`config.mk`:
```
export PLATFORM = sky130hd
export DESIGN_NAME = if_stage
export DESIGN_NICKNAME = d
export VERILOG_FILES = /design/src/rtl/mips_pkg.sv /design/src/rtl/if_id_reg.sv /design/src/rtl/if_stage.sv
export SDC_FILE = /design/constraint.sdc
export NUM_CORES = 1
export LEC_CHECK = 0
export ABC_AREA = 1
export CORE_AREA = 2 2 145 105
export CTS_CLUSTER_SIZE = 30
export DETAILED_ROUTE_END_ITERATION = 12
export DIE_AREA = 0 0 147 107
export HOLD_SLACK_MARGIN = 0.03
export PLACE_DENSITY_LB_ADDON = 0.25
export REMOVE_ABC_BUFFERS = 1
export SETUP_SLACK_MARGIN = 0.05
export SLEW_MARGIN = 25
export SYNTH_ARGS = -nofsm -noshare
export SYNTH_HDL_FRONTEND = slang
export SYNTH_SLANG_ARGS = --single-unit
export TNS_END_PERCENT = 1
```
`constraint.sdc`:
```
create_clock -name clk -period 6.9 [get_ports clk]
set_input_delay 1.725 -clock clk [delete_from_list [all_inputs] [get_ports clk]]
set_output_delay 1.725 -clock clk [all_outputs]
set_load 0.02 [all_outputs]
```
`src/rtl/mips_pkg.sv`:
```
// mips_pkg: shared FSM encoding, PC step and default NOP/HALT words for the mips_16b pipeline
package mips_pkg;
   typedef enum logic [1:0] {
      S_IDLE = 2'd0,
      S_RUN  = 2'd1,
      S_HALT = 2'd2
   } state_t;
   localparam logic [31:0] PC_INC       = 32'd4;
   localparam logic [31:0] NOP_DEFAULT  = 32'h0000_0000;
   localparam logic [31:0] HALT_DEFAULT = 32'hFFFF_FFFF;
endpackage

```
`src/rtl/if_id_reg.sv`:
```
// if_id_reg: IF/ID pipeline register; flush beats hold, hold beats load, otherwise contents persist
module if_id_reg
   import mips_pkg::*;
#(
   parameter logic [31:0] NOP_INSTR = NOP_DEFAULT
) (
   input  logic        clk,
   input  logic        reset,
   input  logic        i_hold,
   input  logic        i_flush,
   input  logic        i_load,
   input  logic [31:0] i_instr,
   input  logic [31:0] i_next_pc,
   output logic [31:0] o_instr,
   output logic [31:0] o_next_pc,
   output logic        o_valid
);
   // Capture a fetched word, inject a bubble, or keep the current contents
   always_ff @(posedge clk or posedge reset) begin
      if (reset) begin
         o_instr   <= NOP_INSTR;
         o_next_pc <= 32'd0;
         o_valid   <= 1'b0;
      end else if (i_flush) begin
         o_instr   <= NOP_INSTR;
         o_next_pc <= 32'd0;
         o_valid   <= 1'b0;
      end else if (!i_hold && i_load) begin
         o_instr   <= i_instr;
         o_next_pc <= i_next_pc;
         o_valid   <= 1'b1;
      end
   end
endmodule

```
`src/rtl/if_stage.sv`:
```
// if_stage: mips_16b instruction fetch (PC, fetch FSM, IF/ID); perf counters under IF_PERF_CNT_EN
module if_stage
   import mips_pkg::*;
#(
   parameter logic [31:0] RESET_PC   = 32'h0000_0000,
   parameter logic [31:0] NOP_INSTR  = NOP_DEFAULT,
   parameter logic [31:0] HALT_INSTR = HALT_DEFAULT
) (
   input  logic        clk,
   input  logic        reset,
   input  logic        clk_en,
   input  logic        stall,
   input  logic        br_taken,
   input  logic [31:0] br_target,
   input  logic [31:0] imem_data,
   output logic [31:0] imem_addr,
   output logic [31:0] pc,
   output logic [31:0] next_pc_if,
   output logic [31:0] instr_if,
   output logic [31:0] instr_id,
   output logic [31:0] next_pc_id,
   output logic        valid_id,
   output logic        halted,
   output logic [31:0] fetch_count,
   output logic [31:0] redirect_count
);
   state_t      r_state, w_state_nxt;
   logic [31:0] r_pc, w_pc_nxt, w_pc_inc;
   logic        w_redirect, w_fetch, w_flush, w_hold, w_load;

   assign w_pc_inc   = r_pc + PC_INC;
   assign imem_addr  = r_pc;
   assign pc         = r_pc;
   assign next_pc_if = w_pc_inc;
   assign instr_if   = imem_data;
   assign halted     = (r_state == S_HALT);
   // A redirect from EX is an older instruction, so it overrides stall and a wrong-path HALT
   assign w_redirect = clk_en && r_state != S_IDLE && br_taken;
   assign w_fetch    = clk_en && r_state == S_RUN && !br_taken && !stall;
   assign w_flush    = w_redirect || (clk_en && r_state == S_HALT && !stall);
   assign w_hold     = !clk_en || stall;
   assign w_load     = (r_state == S_RUN);

   // PC and fetch state registers
   always_ff @(posedge clk or posedge reset) begin
      if (reset) begin
         r_state <= S_IDLE;
         r_pc    <= RESET_PC;
      end else begin
         r_state <= w_state_nxt;
         r_pc    <= w_pc_nxt;
      end
   end

   // Next PC and state: IDLE spends one enabled edge before fetching; HALT keeps the PC
   always_comb begin
      w_state_nxt = r_state;
      w_pc_nxt    = r_pc;
      if (clk_en && r_state == S_IDLE) w_state_nxt = S_RUN;
      if (w_redirect) begin
         w_state_nxt = S_RUN;
         w_pc_nxt    = br_target;
      end else if (w_fetch) begin
         w_state_nxt = (imem_data == HALT_INSTR) ? S_HALT : S_RUN;
         w_pc_nxt    = (imem_data == HALT_INSTR) ? r_pc : w_pc_inc;
      end
   end

   if_id_reg #(.NOP_INSTR(NOP_INSTR)) u_if_id (
      .clk       (clk),
      .reset     (reset),
      .i_hold    (w_hold),
      .i_flush   (w_flush),
      .i_load    (w_load),
      .i_instr   (imem_data),
      .i_next_pc (w_pc_inc),
      .o_instr   (instr_id),
      .o_next_pc (next_pc_id),
      .o_valid   (valid_id)
   );

`ifdef IF_PERF_CNT_EN
   logic [31:0] r_fetch_count, r_redirect_count;
   // Fetch and redirect event counters, wrapping silently
   always_ff @(posedge clk or posedge reset) begin
      if (reset) begin
         r_fetch_count    <= 32'd0;
         r_redirect_count <= 32'd0;
      end else begin
         if (w_fetch) r_fetch_count <= r_fetch_count + 32'd1;
         if (w_redirect) r_redirect_count <= r_redirect_count + 32'd1;
      end
   end
   assign fetch_count    = r_fetch_count;
   assign redirect_count = r_redirect_count;
`else
   assign fetch_count    = 32'd0;
   assign redirect_count = 32'd0;
`endif
endmodule

```
Yosys cells after proc, flatten, opt, wreduce, memory -nomap -nowiden
Index checks and enable logic that the tools add are counted.

storage, ports and cells
  bits in registers = 99
  word-level logic and storage cells = 44
  output and inout port bits = 258
  input bits = 69

operators by class
  muxes and demuxes = 13
  $add $sub $neg = 1
  reduce and logical (&&, ||, !) cells = 21
  equal/unequal tests = 4

operators by type and width
  cell                                                              number
  32-bit two-way mux                                                7
  32-bit by 3-bit adder with 32-bit output (second input constant)  1
  32-bit == test (second input constant)                            1
  1-bit logical AND                                                 9
  2-bit two-way mux                                                 4
  2-bit nonzero test                                                3
  1-bit logical NOT                                                 4
  3-bit nonzero test                                                1
  2-bit by 1-bit == test with 1-bit output (second input constant)  1
  2-bit == test (second input constant)                             1
  2-bit logical NOT                                                 1
  1-bit logical OR                                                  2
  1-bit two-way mux                                                 2
  2-bit != test (second input constant)                             1
  2-bit AND reduction                                               1

Depth between registers and ports, before layout
Gate-level depths: netlist of run 1.

  depth in word-level cells = 6
  mapped depth = 10

Modules after synthesis
A second synthesis of run 1 with hierarchy kept.

second synthesis, totals
  cell total of the unflattened synthesis = 881
  area total of the unflattened synthesis = 6,731.5 um^2

modules (own cells, without submodules)
  module     area each (um^2)  cells each  instances
  if_stage   3,699.8           583         1
  if_id_reg  3,031.7           298         1

Worst setup path before layout of run 1
No wires, ideal clock.

  path type = in2out
  start point = input port imem_data[0]
  end point = output port instr_if[0]
  data required time = 5.175 ns
  data arrival time = 1.859 ns
  stages on the path = 1
  path slack = 3.316 ns
  path buffers = 1
  cell sequence = buf_4

RTL lines
  element          line            source
  start, declared  if_stage.sv:15  input logic [31:0] imem_data,
  end, declared    if_stage.sv:19  output logic [31:0] instr_if,

No word-level cell between the ends.

Worst setup path in the final report of run 1
  start point = input port imem_data[4]
  end point = output port instr_if[4]

No word-level cell between the ends.

==> results.sh, run 1 <==
export IMPL_outcome="finished, final reports clean"
export IMPL_ctsHtreeMaxLevel=3
export IMPL_drive_above_1_share_pct=4.08
export IMPL_synth_seq_cells=99
export IMPL_holdCritStartpoint="u_if_id.o_valid"
export IMPL_clkLatencyLatePin_ns=0.34
export IMPL_synth_top_family_by_area="simple AND/OR/NAND/NOR gates"
export IMPL_clock_path_buffers=2
export IMPL_synth_avg_cell_area_um2=7.95
export IMPL_drtPass1Iterations=5
export IMPL_dp_hpwl_um=12400
export IMPL_post_route_min_period_ns=4.60
export IMPL_clkTransAtPathRegs_ns=0.07
export IMPL_tritoncts="built"
export IMPL_nets=996
export IMPL_fillers=1280
export IMPL_synth_top_area_share_pct=42.0
export IMPL_irDropWorstVdd_mv=0.131
export IMPL_synthSimpleGateAreaFrac_pct=27.6
export IMPL_synth_xor_area_share_pct=1.49
export IMPL_fmax_mhz=218
export IMPL_powerDensity_mw_per_mm2=246
export IMPL_critPathTopFamily="buffers and inverters"
export IMPL_r2r_end="u_if_id.o_next_pc[10]"
export IMPL_leakagePower_nw=3.74
export IMPL_seq_area_frac_synth_pct=42.0
export IMPL_root_buffer="clkbuf_16"
export IMPL_synthMuxAreaShare_pct=0
export IMPL_grt_pass1_wl_um=25900
export IMPL_die_y_um=107
export IMPL_cts_setup_buffers=0
export IMPL_drt_iter0_drc=223
export IMPL_met2_length_um=7610
export IMPL_gr_total_overflow=0
export IMPL_worst_pin_slew_ns=0.754
export IMPL_maxCapViolCount=0
export IMPL_period_share_pct=66.6
export IMPL_wl_met3_um=984
export IMPL_cp_num_cells=2
export IMPL_cp_required_ns=5.18
export IMPL_cp_num_buf_inv=2
export IMPL_area_delta_synth_final_pct=39.2
export IMPL_rsz0062_at_grt="false"
export IMPL_worstHoldEndpoint="u_if_id.o_valid"
export IMPL_critPathMaxStageDelay_ns=0.62
export IMPL_diodes=0
export IMPL_grt_util_all_layers_pct=20.9
export IMPL_crit_type="input port to output port"
export IMPL_max_slew_margin_pct=49.8
export IMPL_drt_total_wl_um=16900
export IMPL_yosysWarnings=0
export IMPL_synth_compound_area_share_pct=7.09
export IMPL_viasPerCell=4.58
export IMPL_start_util_pct=41.1
export IMPL_synth_edf_count=0
export IMPL_cp_start_kind="input port"
export IMPL_placementRows=37
export IMPL_cts_buffers=9
export IMPL_crit_path_frequent_cell="clkdlybuf4s50_1"
export IMPL_port_buffers=262
export IMPL_worst_path_max_fanout=3
export IMPL_endpoint_kind="output port"
export IMPL_die_x_um=147
export IMPL_pre_cts_ws_ns=2.30
export IMPL_first_global_vias=4707
export IMPL_tns_ns=0
export IMPL_crit_chain="clkdlybuf4s50_1 -> clkdlybuf4s50_1"
export IMPL_cts_num_sinks=99
export IMPL_holdCritPathClass="flop to flop"
export IMPL_io_pins=327
export IMPL_syn_area_mm2=0.00589
export IMPL_synth_area_top_cells="dfrtp_1, buf_4, nand2_1"
export IMPL_wl_met1_um=8160
export IMPL_synthAdderAreaFrac_pct=0.212
export IMPL_die_area_mm2=0.0157
export IMPL_syn_instance_count=741
export IMPL_synth_cell_types=26
export IMPL_synthFlopType="dfrtp_1"
export IMPL_multi_input_area_mm2=0.00238
export IMPL_grt_max_degree=63
export IMPL_seq_area_mm2=0.00248
export IMPL_routed_top_layer="met4"
export IMPL_gp_congestion=0.858
export IMPL_async_flop_share_pct=100
export IMPL_ff2ff_setup_slack_ns=4.12
export IMPL_antenna_found_initial=0
export IMPL_setup_violations=0
export IMPL_synth_most_common_cell="nand2_1"
export IMPL_hold_violations=0
export IMPL_post_drt_wl_per_cell_um=15.0
export IMPL_reg2regPathDepth=8
export IMPL_drcViolationCount=0
export IMPL_dr_total_vias=5157
export IMPL_ctsResizeCount=0
export IMPL_finClkSkew_ns=0.00917
export IMPL_detail_route_antenna_nets=0
export IMPL_slowest_stage="clkdlybuf4s50_1"
export IMPL_yosys_area_top_type="dfrtp_1"
export IMPL_cts_hold_buf=0
export IMPL_synth_common_cells="nand2_1, buf_4, dfrtp_1"
export IMPL_setup_ws_ns=2.30
export IMPL_arrival_ns=2.87
export IMPL_finalMaxSlewViolations=0
export IMPL_hold_depth=2
export IMPL_core_mm2=0.0144
export IMPL_r2r_start="r_state[0]"
-- layout make-up --
type	count	area share, %
timing repair buffer	266	32.3
sequential	99	30.2
multi-input combinational	511	29.1
tap	195	2.98
clock buffer	10	2.91
inverter	39	1.82
clock inverter	6	0.687
-- through the flow --
stage                     cell area (um2)  hold slack [ns]  std cells  power, W  utilization [%]
after detailed placement             7910            0.465       1110   0.00152             55.1
after global routing                 8200            0.508       1126   0.00211             57.1
final                                8200            0.477       1126   0.00202             57.1
after floorplan                      5010            0.528        649   0.00109                -
after CTS                            8200            0.483       1126   0.00203             57.1
after global placement               7910            0.460       1110   0.00152             55.1
-- layer usage --
metal | up-vias | track usage [%]
met5 | - | 0
met4 | 0 | 3.98
met3 | 9 | 3.91
met2 | 197 | 32.4
met1 | 2408 | 30.6
li1 | 2543 | -
-- where the power goes --
part | switching [W] | internal (W)
combinational | 0.000428 | 0.000348
sequential | 0.0000885 | 0.000647
clock | 0.000243 | 0.000263
-- layout by cell type (no fill, tap or decap), types with 2 or more instances in the layout --
master,Yosys,routed
conb_1,1,64
xor2_1,5,5
nand3b_1,6,6
nand2_2,6,6
inv_2,3,3
clkbuf_16,0,9
nand3_1,74,74
inv_8,0,3
buf_4,133,4
o21ai_1,2,2
dfrtp_1,99,99
a22o_1,40,40
nor2_1,45,45
nor2_2,2,2
nor2_4,6,6
clkinvlp_4,0,3
inv_1,36,35
nand2_1,241,241
o21ai_0,10,10
xnor2_1,5,5
clkdlybuf4s50_1,0,262
-- worst max-delay path by stage --
stage | from | endpoint | slack (ns)
2_1_floorplan | reset | imem_addr[0] | 2.58
3_3_place_gp | imem_data[6] | instr_if[6] | 2.31
3_5_place_dp | imem_data[20] | instr_if[20] | 2.30
4_1_cts | imem_data[4] | instr_if[4] | 2.30
5_1_grt | imem_data[4] | instr_if[4] | 2.27
6_report | imem_data[4] | instr_if[4] | 2.30
-- state kept, by name, indices dropped and copies added (netlist names) --
signal and cells:
u_if_id.o_valid 1, r_state 2, imem_addr 32, u_if_id.o_next_pc 32, u_if_id.o_instr 32
-- cells by family (layout without fill, tap and decap cells) --
family / after synthesis / count (layout)
AOI/OAI and AO/OA: 53 / 53
xor gates and xnor gates: 10 / 10
adders and majority gates: 1 / 1
buffers and inverters: 194 / 321
DFF: 99 / 99
other: 1 / 64
and+or+nand+nor: 383 / 383
Note: power is estimated with default switching activity, not from simulation.
==> inputs of run 2 (changes only) <==
CORE_AREA = 2 2 150 108   (was 2 2 145 105)
DIE_AREA = 0 0 152 110   (was 0 0 147 107)
clock period = 4.35 ns   (was 6.9 ns; I/O delays follow)
==> results.sh, run 2 (synthesized netlist as in run 1, its figures left out) <==
export IMPL_outcome="finished, final reports clean"
export IMPL_tritoncts="built"
export IMPL_area_delta_synth_final_pct=39.7
export IMPL_pre_cts_ws_ns=0.999
export IMPL_hold_violations=0
export IMPL_setup_violations=0
export IMPL_finClkSkew_ns=0.0100
export IMPL_drcViolationCount=0
export IMPL_seq_area_mm2=0.00248
export IMPL_use_met3_pct=4.53
export IMPL_layout_common_cells="clkdlybuf4s50_1, nand2_1, dfrtp_1, nand3_1, conb_1"
export IMPL_placed_cell_area_mm2=0.00794
export IMPL_post_drt_wl_per_cell_um=15.3
export IMPL_gp_congestion=0.834
export IMPL_gr_total_overflow=0
export IMPL_max_slew_margin_pct=50.3
export IMPL_clkLatencyLatePin_ns=0.34
export IMPL_holdCritPathClass="flop to flop"
export IMPL_viasPerCell=4.64
export IMPL_maxCapViolCount=0
export IMPL_seq_power_share_pct=36.4
export IMPL_drt_iter0_drc=297
export IMPL_root_buffer="clkbuf_16"
export IMPL_grt_pass1_wl_um=27300
export IMPL_cts_buffers=9
export IMPL_cp_required_ns=3.26
export IMPL_nets=999
export IMPL_tns_ns=0
export IMPL_powerDensity_mw_per_mm2=390
export IMPL_internal_power_w=0.00203
export IMPL_die_y_um=110
export IMPL_whs_ns=0.480
export IMPL_combPwrFrac_pct=38.5
export IMPL_start_util_pct=38.6
export IMPL_arrival_ns=2.56
export IMPL_cts_num_sinks=99
export IMPL_endpoint_kind="output port"
export IMPL_worstSetupStartpoint="imem_addr[3]"
export IMPL_top_usage_layer="met2"
export IMPL_clkTransAtPathRegs_ns=0.07
export IMPL_p_sw_w=0.00118
export IMPL_detail_route_antenna_nets=0
export IMPL_fillers=1442
export IMPL_worst_pin_slew_ns=0.745
export IMPL_post_route_min_period_ns=3.65
export IMPL_core_mm2=0.0153
export IMPL_final_common_cell="clkdlybuf4s50_1"
export IMPL_diodes=0
export IMPL_grt_util_all_layers_pct=20.5
export IMPL_cp_start_kind="flop"
export IMPL_drt_total_wl_um=17400
export IMPL_cts_hold_buf=0
export IMPL_placementRows=38
export IMPL_dp_hpwl_um=12700
export IMPL_clock_path_buffers=2
export IMPL_port_buffers=262
export IMPL_worst_path_max_fanout=6
export IMPL_multi_input_area_mm2=0.00238
export IMPL_antenna_found_initial=0
export IMPL_io_pins=327
export IMPL_ctsHtreeMaxLevel=3
export IMPL_design_area_mm2=0.00823
export IMPL_drtPass1Iterations=4
export IMPL_crit_type="flop to output port"
export IMPL_grtUsageMet1_pct=29.0
export IMPL_drive_above_1_share_pct=4.28
export IMPL_swShare_pct=36.8
export IMPL_r2r_start="r_state[0]"
export IMPL_first_global_vias=5060
export IMPL_setup_ws_ns=0.699
export IMPL_rsz0062_at_grt="false"
export IMPL_cts_setup_buffers=0
export IMPL_p_clk_share_pct=25.2
export IMPL_ctsResizeCount=0
export IMPL_use_met2_pct=32.6
export IMPL_dr_total_vias=5266
export IMPL_holdCritStartpoint="u_if_id.o_next_pc[24]"
export IMPL_irDropWorstVdd_mv=0.194
export IMPL_period_share_pct=83.9
export IMPL_finalMaxSlewViolations=0
export IMPL_fmax_mhz=274
export IMPL_leakagePower_nw=3.76
export IMPL_die_x_um=152
export IMPL_grt_max_degree=82
export IMPL_die_area_mm2=0.0167
[run 2: changes by cell type in the layout (fill, tap and decap cells not counted), sizes merged]
cell      delta
buf          +3
bufinv       +1
clkinv       +3
inv          -2
clkinvlp     -2
[run 2: final timing paths]
path,slack (ns),depth (start not counted),endpoint
max,0.70,6,next_pc_if[12]
min,0.48,2,u_if_id.o_next_pc[24]
max reg2reg,2.34,7,u_if_id.o_instr[4]
min reg2reg,0.48,2,u_if_id.o_next_pc[24]
max in group asynchronous,2.44,3,imem_addr[29]
min in group asynchronous,1.25,2,u_if_id.o_instr[19]
[run 2: per-layer routing]
layer / vias to the layer above / routed length [um] / share of wire [%]
li1: 2558 / - / -
met1: 2497 / 8250 / 48
met2: 205 / 7900 / 46
met3: 6 / 1110 / 6.4
met4: 0 / 87 / 0.50
met5: - / 0 / 0
[run 2: layout make-up]
cell class	instances	share of cell area, %
flip-flops and latches	99	30.1
clock inverters	6	0.791
well taps	200	3.04
inverters	39	1.84
repair buffers	269	32.5
multi-input cells	511	28.9
clock buffers	10	2.78
[run 2: per-stage QoR]
step | util [%] | power (W) | std cells
after CTS | 53.9 | 0.00324 | 1134
final | 53.9 | 0.00321 | 1134
after global placement | 52.0 | 0.00242 | 1118
after floorplan | - | 0.00173 | 649
after global routing | 53.9 | 0.00337 | 1134
after detailed placement | 52.0 | 0.00242 | 1118
[run 2: worst max-delay path: stages, from the launching register on]
cell	delay (ns)
dfrtp_1	0.45
ha_1	0.24
inv_1	0.08
nor2_4	0.16
nand3_1	0.22
xor2_1	0.39
clkdlybuf4s50_1	0.68
[run 2: power by group through the flow]
stage	logic, W	registers, W	clock network (W)
3_3_place_gp	0.00124	0.00118	0
4_1_cts	0.00125	0.00117	0.000833
3_5_place_dp	0.00124	0.00118	0
2_1_floorplan	0.000378	0.00136	0
6_report	0.00124	0.00117	0.000807
5_1_grt	0.00131	0.00119	0.000867
==> inputs of run 3 (changes only) <==
clock period = 3.8 ns   (was 4.35 ns; I/O delays follow)
==> results.sh, run 3 (synthesized netlist as in run 1, its figures left out) <==
export IMPL_outcome="finished, final reports clean"
export IMPL_gr_total_overflow=0
export IMPL_internal_power_w=0.00232
export IMPL_seq_power_share_pct=36.5
export IMPL_period_share_pct=93.2
export IMPL_powerDensity_mw_per_mm2=443
export IMPL_finClkSkew_ns=0.0111
export IMPL_holdCritPathClass="flop to flop"
export IMPL_die_area_mm2=0.0167
export IMPL_final_common_cell="clkdlybuf4s50_1"
export IMPL_finalMaxSlewViolations=0
export IMPL_rsz0062_at_grt="false"
export IMPL_core_mm2=0.0153
export IMPL_setup_ws_ns=0.257
export IMPL_clock_path_buffers=2
export IMPL_ctsHtreeMaxLevel=3
export IMPL_first_global_vias=4924
export IMPL_worstHoldEndpoint="u_if_id.o_next_pc[17]"
export IMPL_cts_num_sinks=99
export IMPL_r2r_start="r_state[0]"
export IMPL_post_drt_wl_per_cell_um=15.3
export IMPL_arrival_ns=2.59
export IMPL_cp_start_kind="flop"
export IMPL_seq_area_mm2=0.00248
export IMPL_combPwrFrac_pct=38.8
export IMPL_placementRows=38
export IMPL_die_y_um=110
export IMPL_crit_type="flop to output port"
export IMPL_grt_pass1_wl_um=26800
export IMPL_cts_buffers=9
export IMPL_drtPass1Iterations=4
export IMPL_crit_chain="ha_1 -> inv_1 -> nor2_4 -> nand3_1 -> xor2_1 -> clkdlybuf4s50_1"
export IMPL_drive_above_1_share_pct=4.28
export IMPL_dp_hpwl_um=12900
export IMPL_max_slew_margin_pct=45.3
export IMPL_worst_pin_slew_ns=0.819
export IMPL_post_route_min_period_ns=3.54
export IMPL_leakagePower_nw=3.76
export IMPL_tns_ns=0
export IMPL_ff2ff_setup_slack_ns=1.74
export IMPL_nets=1001
export IMPL_die_x_um=152
export IMPL_pre_cts_ws_ns=0.636
export IMPL_area_delta_synth_final_pct=39.9
export IMPL_gp_congestion=0.878
export IMPL_viasPerCell=4.64
export IMPL_r2r_end="u_if_id.o_instr[9]"
export IMPL_cts_hold_buf=0
export IMPL_hold_depth=2
export IMPL_multi_input_area_mm2=0.00238
export IMPL_start_util_pct=38.6
export IMPL_grt_util_all_layers_pct=20.2
export IMPL_grtUsageMet1_pct=29.5
export IMPL_use_met2_pct=31.2
export IMPL_fillers=1463
export IMPL_maxCapViolCount=0
export IMPL_swShare_pct=36.5
export IMPL_clkTransAtPathRegs_ns=0.06
export IMPL_fmax_mhz=282
export IMPL_tritoncts="built"
export IMPL_setup_violations=0
export IMPL_diodes=0
export IMPL_holdCritStartpoint="u_if_id.o_next_pc[17]"
export IMPL_cts_setup_buffers=0
export IMPL_p_clk_share_pct=24.7
export IMPL_use_met3_pct=4.26
export IMPL_worst_path_max_fanout=6
export IMPL_clkLatencyLatePin_ns=0.34
export IMPL_drt_iter0_drc=277
export IMPL_drt_total_wl_um=17400
export IMPL_detail_route_antenna_nets=0
export IMPL_drcViolationCount=0
export IMPL_hold_violations=0
export IMPL_root_buffer="clkbuf_16"
export IMPL_antenna_found_initial=0
export IMPL_cp_required_ns=2.85
export IMPL_endpoint_kind="output port"
export IMPL_reg2regPathDepth=7
export IMPL_critPathMaxStageDelay_ns=0.68
export IMPL_irDropWorstVdd_mv=0.230
export IMPL_layout_common_cells="clkdlybuf4s50_1, nand2_1, dfrtp_1, nand3_1, conb_1"
export IMPL_grt_max_degree=45
export IMPL_top_usage_layer="met2"
export IMPL_io_pins=327
export IMPL_port_buffers=262
export IMPL_dr_total_vias=5265
export IMPL_p_sw_w=0.00133
export IMPL_slowest_stage="clkdlybuf4s50_1"
export IMPL_ctsResizeCount=0
run 3: cell types whose count changed in the layout (fill, tap and decap cells not counted):
cell	previous run	this run
clkinv_4	1	0
inv_6	2	0
inv_4	0	1
clkinv_2	2	0
buf_4	7	8
clkinvlp_4	1	3
buf_12	0	1
clkbuf_1	1	2
run 3: how the worst max path moves through the flow:
stage	from	to	slack, ns	cells after the start
after floorplan	reset	imem_addr[0]	0.26	1
after CTS	imem_addr[2]	next_pc_if[12]	0.26	6
final	imem_addr[3]	next_pc_if[12]	0.26	6
after global routing	imem_addr[2]	next_pc_if[12]	0.12	6
after detailed placement	imem_addr[3]	next_pc_if[12]	0.64	6
after global placement	imem_addr[3]	next_pc_if[12]	0.69	6
run 3: stage by stage:
| step | std cells | power, W | area [um2] | hold slack, ns | utilization (%) |
|---|---|---|---|---|---|
| global route | 1135 | 0.00384 | 8250 | 0.503 | 54.0 |
| finish | 1135 | 0.00365 | 8250 | 0.482 | 54.0 |
| CTS | 1135 | 0.00370 | 8250 | 0.486 | 54.0 |
| global placement | 1120 | 0.00277 | 7960 | 0.464 | 52.2 |
| floorplan | 649 | 0.00199 | 5010 | 0.528 | - |
| detailed placement | 1120 | 0.00277 | 7960 | 0.465 | 52.2 |
run 3: worst max-delay path: cells and delay by family (launching register included):
kind,cells,cell delay [ns]
buffers and inverters,2,0.77
adder cells (fa/ha/maj),1,0.26
AND/OR/NAND/NOR,2,0.40
flip-flops,1,0.45
XOR/XNOR,1,0.37
run 3: power by group through the flow:
stage               Clock, W  Sequential, W  Combinational (W)
global route        0.000973        0.00136            0.00151
finish              0.000903        0.00133            0.00142
detailed placement         0        0.00135            0.00142
CTS                 0.000936        0.00133            0.00143
floorplan                  0        0.00155           0.000432
global placement           0        0.00135            0.00142
run 3: per-layer routing:
layer,up-vias,part of all wire (%)
met1,2462,48
met5,-,0
met4,0,0.70
li1,2561,-
met3,9,6.3
met2,233,45
run 3: layout make-up:
type                            instances  area share (%)
Clock buffer                           11            2.82
Clock inverter                          4           0.637
Inverter                               39            1.81
Tap cell                              200            3.03
Timing Repair Buffer                  271            32.8
Multi-Input combinational cell        511            28.9
Sequential cell                        99            30.0
